### src/rtl/uart_pkg.sv
// uart_pkg: shared receiver states, frame width and baud divisor derivation.
package uart_pkg;
   localparam int NBITS = 8;
   typedef enum logic [2:0] {
      IDLE      = 3'd0,
      START     = 3'd1,
      DATA      = 3'd2,
      STOP      = 3'd3,
      WAIT_IDLE = 3'd4
   } state_t;
   function automatic int baud_div(input int clk_freq, input int baud);
      return clk_freq / baud;
   endfunction
endpackage

### src/rtl/uart_byte_receiver_if.sv
// uart_byte_receiver_if: serial line in, byte-valid stream plus status out.
interface uart_byte_receiver_if;
   import uart_pkg::*;
   logic             rx;
   logic [NBITS-1:0] po_data;
   logic             po_flag;
   logic             frame_err;
   logic             busy;
   modport master (input rx, output po_data, po_flag, frame_err, busy);
   modport slave (output rx, input po_data, po_flag, frame_err, busy);
endinterface

### src/rtl/rx_baud_counter.sv
// rx_baud_counter: free-running bit-period counter, pulses and wraps at the terminal value.
module rx_baud_counter #(
   parameter int W = 4
) (
   input  logic         clk,
   input  logic         rst,
   input  logic         clr_i,
   input  logic         en_i,
   input  logic [W-1:0] term_i,
   output logic         sample_o
);
   logic [W-1:0] cnt_q, cnt_d;
   assign sample_o = en_i && (cnt_q == term_i);
   always_comb cnt_d = (clr_i || sample_o) ? '0 : en_i ? cnt_q + W'(1) : cnt_q;
   always_ff @(posedge clk)
      if (rst) cnt_q <= '0;
      else cnt_q <= cnt_d;
endmodule

### src/rtl/uart_byte_receiver.sv
// uart_byte_receiver: 8N1 UART receiver with mid-bit sampling, feeding a byte-valid stream.
module uart_byte_receiver
   import uart_pkg::*;
#(
   parameter int CLK_FREQ = 50_000_000,
   parameter int BAUD     = 9600
) (
   input logic                  CLK,
   input logic                  RESET,
   uart_byte_receiver_if.master bus
);
   localparam int BAUD_DIV = baud_div(CLK_FREQ, BAUD);
   localparam int CW       = $clog2(BAUD_DIV);
   state_t           state_q, state_d;
   logic [1:0]       sync_q;
   logic             rx_d_q, rx_s, sample;
   logic [2:0]       idx_q, idx_d;
   logic [NBITS-1:0] shift_q, shift_d, data_q, data_d;
   logic             flag_q, flag_d, ferr_q, ferr_d;
   logic [CW-1:0]    term;
   assign rx_s = sync_q[1];
   // start bit is sampled at its middle, every later bit one full period on
   assign term = (state_q == START) ? CW'(BAUD_DIV / 2 - 1) : CW'(BAUD_DIV - 1);
   rx_baud_counter #(.W(CW)) u_baud (
      .clk      (CLK),
      .rst      (RESET),
      .clr_i    (state_q == IDLE),
      .en_i     (state_q != IDLE),
      .term_i   (term),
      .sample_o (sample)
   );
   always_comb begin
      state_d = state_q;
      idx_d   = idx_q;
      shift_d = shift_q;
      data_d  = data_q;
      flag_d  = 1'b0;
      ferr_d  = 1'b0;
      case (state_q)
         IDLE:  if (rx_d_q && !rx_s) state_d = START;
         START: if (sample) begin
            state_d = rx_s ? IDLE : DATA;
            idx_d   = '0;
         end
         DATA:  if (sample) begin
            shift_d[idx_q] = rx_s;
            idx_d          = idx_q + 3'd1;
            state_d        = (idx_q == 3'(NBITS - 1)) ? STOP : DATA;
         end
         STOP:  if (sample) begin
            state_d = rx_s ? IDLE : WAIT_IDLE;
            data_d  = rx_s ? shift_q : data_q;
            flag_d  = rx_s;
            ferr_d  = !rx_s;
         end
         WAIT_IDLE: if (rx_s) state_d = IDLE;
         default: state_d = IDLE;
      endcase
   end
   always_ff @(posedge CLK)
      if (RESET) begin
         state_q <= IDLE;
         sync_q  <= 2'b11;
         rx_d_q  <= 1'b1;
         idx_q   <= '0;
         shift_q <= '0;
         data_q  <= '0;
         flag_q  <= 1'b0;
         ferr_q  <= 1'b0;
      end else begin
         state_q <= state_d;
         sync_q  <= {sync_q[0], bus.rx};
         rx_d_q  <= rx_s;
         idx_q   <= idx_d;
         shift_q <= shift_d;
         data_q  <= data_d;
         flag_q  <= flag_d;
         ferr_q  <= ferr_d;
      end
   assign bus.po_data   = data_q;
   assign bus.po_flag   = flag_q;
   assign bus.frame_err = ferr_q;
   assign bus.busy      = (state_q != IDLE);
endmodule

### src/flat_wrapper.sv
// flat-port wrapper written by rule: the top's interface ports become plain ports
module uart_byte_receiver_flat import uart_pkg::*;
#(
   parameter int CLK_FREQ = 50_000_000,
   parameter int BAUD     = 9600
)
  (CLK, RESET, bus_rx, bus_po_data, bus_po_flag, bus_frame_err, bus_busy);
  uart_byte_receiver_if bus_i ();
  input logic CLK;
  input logic RESET;
  input wire logic [$bits(bus_i.rx)-1:0] bus_rx;
  output wire logic [$bits(bus_i.po_data)-1:0] bus_po_data;
  output wire logic [$bits(bus_i.po_flag)-1:0] bus_po_flag;
  output wire logic [$bits(bus_i.frame_err)-1:0] bus_frame_err;
  output wire logic [$bits(bus_i.busy)-1:0] bus_busy;
  assign bus_i.rx = bus_rx;
  assign bus_po_data = bus_i.po_data;
  assign bus_po_flag = bus_i.po_flag;
  assign bus_frame_err = bus_i.frame_err;
  assign bus_busy = bus_i.busy;
  uart_byte_receiver #(.CLK_FREQ(CLK_FREQ), .BAUD(BAUD)) u_core (.CLK(CLK), .RESET(RESET), .bus(bus_i));
endmodule
### config.mk
export PLATFORM = sky130hd
export DESIGN_NAME = uart_byte_receiver_flat
export DESIGN_NICKNAME = d
export VERILOG_FILES = /design/src/rtl/uart_pkg.sv /design/src/rtl/uart_byte_receiver_if.sv /design/src/rtl/rx_baud_counter.sv /design/src/rtl/uart_byte_receiver.sv /design/src/flat_wrapper.sv
export SDC_FILE = /design/constraint.sdc
export NUM_CORES = 1
export LEC_CHECK = 0
export CAP_MARGIN = 10
export CORE_ASPECT_RATIO = 1.1
export CORE_UTILIZATION = 35
export CTS_BUF_LIST = sky130_fd_sc_hd__clkbuf_16
export DETAILED_ROUTE_END_ITERATION = 7
export GPL_TIMING_DRIVEN = 0
export PLACE_DENSITY_LB_ADDON = 0.05
export SLEW_MARGIN = 20
export SYNTH_ARGS = -nofsm -noshare
export SYNTH_HDL_FRONTEND = slang
export SYNTH_SLANG_ARGS = --single-unit
### constraint.sdc
create_clock -name CLK -period 2.33 [get_ports CLK]
set_input_delay 0.466 -clock CLK [delete_from_list [all_inputs] [get_ports CLK]]
set_output_delay 0.466 -clock CLK [all_outputs]
set_load 0.02 [all_outputs]
# Word-level counts from Yosys, hierarchy flattened
# Index checks and enable logic that the tools add are counted.
# Widths: inputs -> output; s select.
[totals] register_bits=40 inputBits=3 wordCells=56
[classes] add_sub_neg=2 n_lt_le_gt_ge=2 n_eq_ne=11 muxes=16 bitwise=2 n_reduce_logical=14
[ops] operator="$mux 3" n=8
[ops] operator="$pmux 3 s5" n=1
[ops] operator="$add 13x1->13 const B" n=1
[ops] operator="$eq 13x13->1" n=1
[ops] operator="$mux 13" n=1
[ops] operator="$bwmux 8" n=1
[ops] operator="$eq 3x2->1 const B" n=2
[ops] operator="$eq 3x3->1 const B" n=2
[ops] operator="$ne 2x2->1 const B" n=3
[ops] operator="$pmux 3 s2" n=1
[ops] operator="$reduce_and 3->1" n=2
[ops] operator="$reduce_and 5->1" n=1
[ops] operator="$lt 3x4->1 const B" n=1
[ops] operator="$ne 2x1->1 const B" n=2
[ops] operator="$add 3x1->3 const B" n=1
[ops] operator="$demux 1 s3" n=1
[ops] operator="$eq 3x1->1 const B" n=1
[ops] operator="$ge 3x1->1 const B" n=1
[ops] operator="$logic_and 1x1->1" n=3
[ops] operator="$logic_not 3->1" n=1
[ops] operator="$reduce_bool 3->1" n=1
[ops] operator="$reduce_or 3->1" n=1
[ops] operator="$mux 1" n=2
[ops] operator="$mux 2" n=1
[ops] operator="other kinds (6)" n=7

# Longest topological paths before layout
[depth] depth_word=6 mapped_depth=7

# Modules after synthesis
# Synthesis repeated with hierarchy kept, for this count alone.
[hier_totals] hier_cells=193 hier_area_um2=1936.9
[modules_own_cells] mod="uart_byte_receiver" instances=1 cells_each=113 area_per_inst_um2=1168.6
[modules_own_cells] mod="rx_baud_counter" instances=1 cells_each=80 area_per_inst_um2=768.2

# Worst setup path after synthesis
# OpenSTA, ideal clock, no wires.
[synth_path] kind="reg-to-reg" from="register u_core.u_baud.cnt_q[0]" to="register u_core.shift_q[6]" arrival_time_ns=1.884 path_slack_ns=0.315 stages_incl_launch_ff=7 n_path_buf=0 path_cell_list="dfxtp_1 ha_1 or3b_2 or3_4 nor3b_2 a31o_2 a21oi_1"
[synth_via] elab_chain_len=3
[synth_lines] element="start: declaration" line="rx_baud_counter.sv:12" source="logic [W-1:0] cnt_q, cnt_d;"
[synth_lines] element="start signal: assignment" line="rx_baud_counter.sv:17" source="else cnt_q <= cnt_d;"
[synth_lines] element="$eq 13x13->1" line="rx_baud_counter.sv:13" source="assign sample_o = en_i && (cnt_q == term_i);"
[synth_lines] element="$logic_and 1x1->1" line="rx_baud_counter.sv:13"
[synth_lines] element="$reduce_and 2->1 (no source line)"
[synth_lines] element="end signal: assignment" line="uart_byte_receiver.sv:75" source="shift_q <= shift_d;"
[synth_lines] element="end: declaration" line="uart_byte_receiver.sv:18" source="logic [NBITS-1:0] shift_q, shift_d, data_q, data_d;"
# No other way between the ends.
# A chain may end at the register's enable or synchronous reset.

# Final worst setup path
[layout_path] from="register u_core.u_baud.cnt_q[0]" to="register u_core.data_q[3] (netlist: u_core.bus.po_data[3])"
[layout_via] elab_chain_len=3
[layout_lines] element="$eq 13x13->1" line="rx_baud_counter.sv:13"
[layout_lines] element="$logic_and 1x1->1" line="rx_baud_counter.sv:13"
[layout_lines] element="$reduce_and 3->1 (no source line)"
[layout_lines] element="end signal: assignment" line="uart_byte_receiver.sv:76" source="data_q <= data_d;"
[layout_lines] element="end: declaration" line="uart_byte_receiver.sv:18"
# No other way between the ends.

==> metrics.md <==
| Metric | Value |
|---|---|
| Vias | 1,383 |
| Leak pwr | 0.000769 uW |
| Leading area contributor after synthesis | dfxtp_1 |
| First-pass GRT wire length | 6280 um |
| Die height | between 70 and 80 um |
| Synth-to-Final Area Change | 18.5% |
| CP Capture Type | flip-flop |
| Final core occ | 43.4% |
| GP Congestion | 0.770 |
| Power per cell area | 620 nW/um^2 |
| Area contributors post-synth | dfxtp_1 (43%), mux2i_1 (7.1%), nor2_1 (6.3%), xor2_1 (3.8%), ha_1 (2.0%) |
| Share of layout cells above drive strength 1 | about 16% |
| Router iterations before antenna repair | 4 |
| Achievable Freq | roughly 0.45 GHz |
| Syn nets | 198 |
| Final Skew | slightly below 0.003 ns |
| Mapped Area | roughly 1800 um^2 |
| Min-Delay Path Class | flip-flop to flip-flop |
| # DRC | 0 |
| Area share of the largest cell type after synthesis | between 40% and 50% |
| Die width | 71.2 um |
| Synth cell types | 46 |
| Number of diodes | 0 |
| Max cap viols | 0 |
| Core Area | just over 5000 um^2 |
| Number of synthesized register bits | 40 |
| Status | finished, final reports clean |
| # port buffers | 12 |
| I/O pin count | 14 |
| Pin count of the biggest net entering global routing | 12 |
| Tot GR Track Use | between 10% and 20% |
| GR Overflow Total | 0 |
| Cell count after synthesis | 192 |
| Fill count | between 400 and 500 |
| Post-route antenna net violation count | 0 |
| Final max-slew violation count | 0 |
| Setup_tns | 0 ns |
| Worst setup SP type | flip-flop |
| DP HPWL | roughly 2700 um |
| Design Power | between 1000 and 1500 uW |
| Synth warnings | 0 |
| Starting Density | 36.6% |
| Setup Fix Bufs, Post-CTS | 0 |
| Vias per cell | 5.14 |
| Clk_lat worst skew | 0.27 ns |
| CTS tree | yes |
| WP data arrival | 2.36 ns |
| Drt initial violations | 35 |
| Initial antenna violation count | 0 |
| Clock Path Buffers | 2 |
| Final Hold Vio Count | 0 |
| Sequential area share after synthesis | 43.4% |
| Total Wirelength | ~3700 um |
| Number of global-route vias before repair | about 1,300 |
| Final net count | around 220 |
| DR WL/cell | 13.6 um |
| Num Clock Sinks | 40 |
| Max FO, Critical Path | 9 |
| CP Class | flip-flop to flip-flop |
| Clk pin slew, worst setup/hold paths | 0.05 ns |
| Die area | 5560 um^2 |
| CTS H-tree depth | 2 |
| TritonCTS buffer count | 5 |
| Period utilization | 95.4% |
| Min Tclk post-route | ~2.2 ns |
| Syn_area_per_cell | between 9 and 10 um^2 |
| Peak VDD IR | 0.000341 V |
| Crit path required time | roughly 2.5 ns |
| Clock root buffer | clkbuf_16 |
| Worst-Margin Slew | 0.561 ns |
| Final setup violation count | 0 |
| Row count | 27 |
| Hold-fix buffers at CTS | 0 |
| Rel. slew slack | 62.3% |
state kept, by name (all words and copies together), names as in the netlist:
signal	cells
u_core.u_baud.cnt_q	13
u_core.bus.po_data	8
u_core.shift_q	8
u_core.idx_q	3
u_core.state_q	3
u_core.sync_q	2
u_core.bus.frame_err	1
u_core.bus.po_flag	1
u_core.rx_d_q	1
synth_stat cells (all sizes together):
library cell	number
nor4	3
nor3b	3
nand4	6
buf	6
nor3	6
mux2i	13
xor2	8
or2	4
inv	7
and4	2
a22oi	1
nand4bb	2
or4b	1
o32ai	1
a21oi	6
dfxtp	40
nand2	7
and2	1
a31o	4
xnor2	4
nand3	6
or4	1
o21a	1
nand3b	1
nand4b	1
or3	2
a22o	2
or3b	3
o21ai	1
nor2b	2
ha	3
and3b	1
or4bb	1
mux2	1
clkbuf	5
o211ai	4
nand2b	1
nor2	31
final timing paths:
kind	slack [ns]	endpoint	cells past startpoint	startpoint
max	0.11	u_core.bus.po_data[3]$_SDFFE_PP0P_	7	u_core.u_baud.cnt_q[0]$_SDFFE_PP0N_
min	0.41	u_core.sync_q[1]$_SDFF_PP1_	1	u_core.sync_q[0]$_SDFF_PP1_
min reg2reg	0.41	u_core.sync_q[1]$_SDFF_PP1_	1	u_core.sync_q[0]$_SDFF_PP1_
max reg2reg	0.11	u_core.bus.po_data[3]$_SDFFE_PP0P_	7	u_core.u_baud.cnt_q[0]$_SDFFE_PP0N_
repair_timing:
item / in CTS / in global routing
setup endpoints to repair: 1 / 10
resized for setup: 1 / 2
endpoints found under the hold margin: 0 / 0
power by group:
part / internal, uW / switching, uW / total, uW / leakage [uW]
combinational: 15.9 / 23.6 / 39.5 / 0.000375
clock: 384 / 241 / 625 / 0.0000709
sequential: 688 / 1.61 / 690 / 0.000323
total: 1090 / 267 / 1350 / 0.000769
layer usage:
layer  wire (um)  global-route usage, %  share of wire, %
met5           0                      0                 0
met3          82                   3.59               2.2
met1        1740                   17.0                47
met4          31                   6.00              0.84
met2        1810                   25.7                49
logic make-up after synthesis:
kind of cell / synth area share (%)
buf+inv: 5.30
fa+ha+maj: 2.04
mux: 7.67
flops: 43.4
xor+xnor: 5.70
simple gates: 27.8
compound gates: 8.08
critical path, stage by stage (launching register included):
cell     delay [ns]
dfxtp_1        0.35
ha_1           0.24
or3b_2         0.54
nor2_2         0.25
and4_1         0.22
buf_4          0.20
mux2i_1        0.23
nor2_1         0.06
layout make-up:
| class | instances | area, um^2 | share of cell area [%] |
|---|---|---|---|
| well taps | 58 | 72.6 | 3.32 |
| flip-flops and latches | 40 | 801 | 36.7 |
| plain buffers | 11 | 71.3 | 3.27 |
| clock buffers | 5 | 125 | 5.73 |
| multi-input cells | 134 | 958 | 43.9 |
| repair buffers | 12 | 120 | 5.50 |
| inverters | 7 | 26.3 | 1.20 |
| clock inverters | 2 | 8.76 | 0.401 |
placed cells by master (no fill, tap or decap), drive strengths merged, types with 2 or more instances in the layout:
cell / instances
xor2: 8
nand4: 6
clkdlybuf4s50: 12
or2: 4
inv: 8
buf: 6
o211ai: 4
nand3: 6
clkbuf: 10
mux2i: 13
ha: 3
nor4: 3
nor2: 31
nand4bb: 2
xnor2: 4
nor3b: 3
nor3: 6
a31o: 4
a22o: 2
and4: 2
dfxtp: 40
nand2: 7
or3: 2
a21oi: 6
or3b: 3
nor2b: 2
per-stage QoR:
step | setup slack, ns | instance area (um^2) | std cells | hold WS [ns]
6_report | 0.106 | 2180 | 269 | 0.409
3_5_place_dp | 0.0128 | 2040 | 262 | 0.398
3_3_place_gp | 0.0794 | 2040 | 262 | 0.403
2_1_floorplan | 0.315 | 1840 | 192 | 0.389
4_1_cts | 0.00850 | 2170 | 269 | 0.413
5_1_grt | -0.0144 | 2180 | 269 | 0.442
Power figures use the tool's default switching activity.
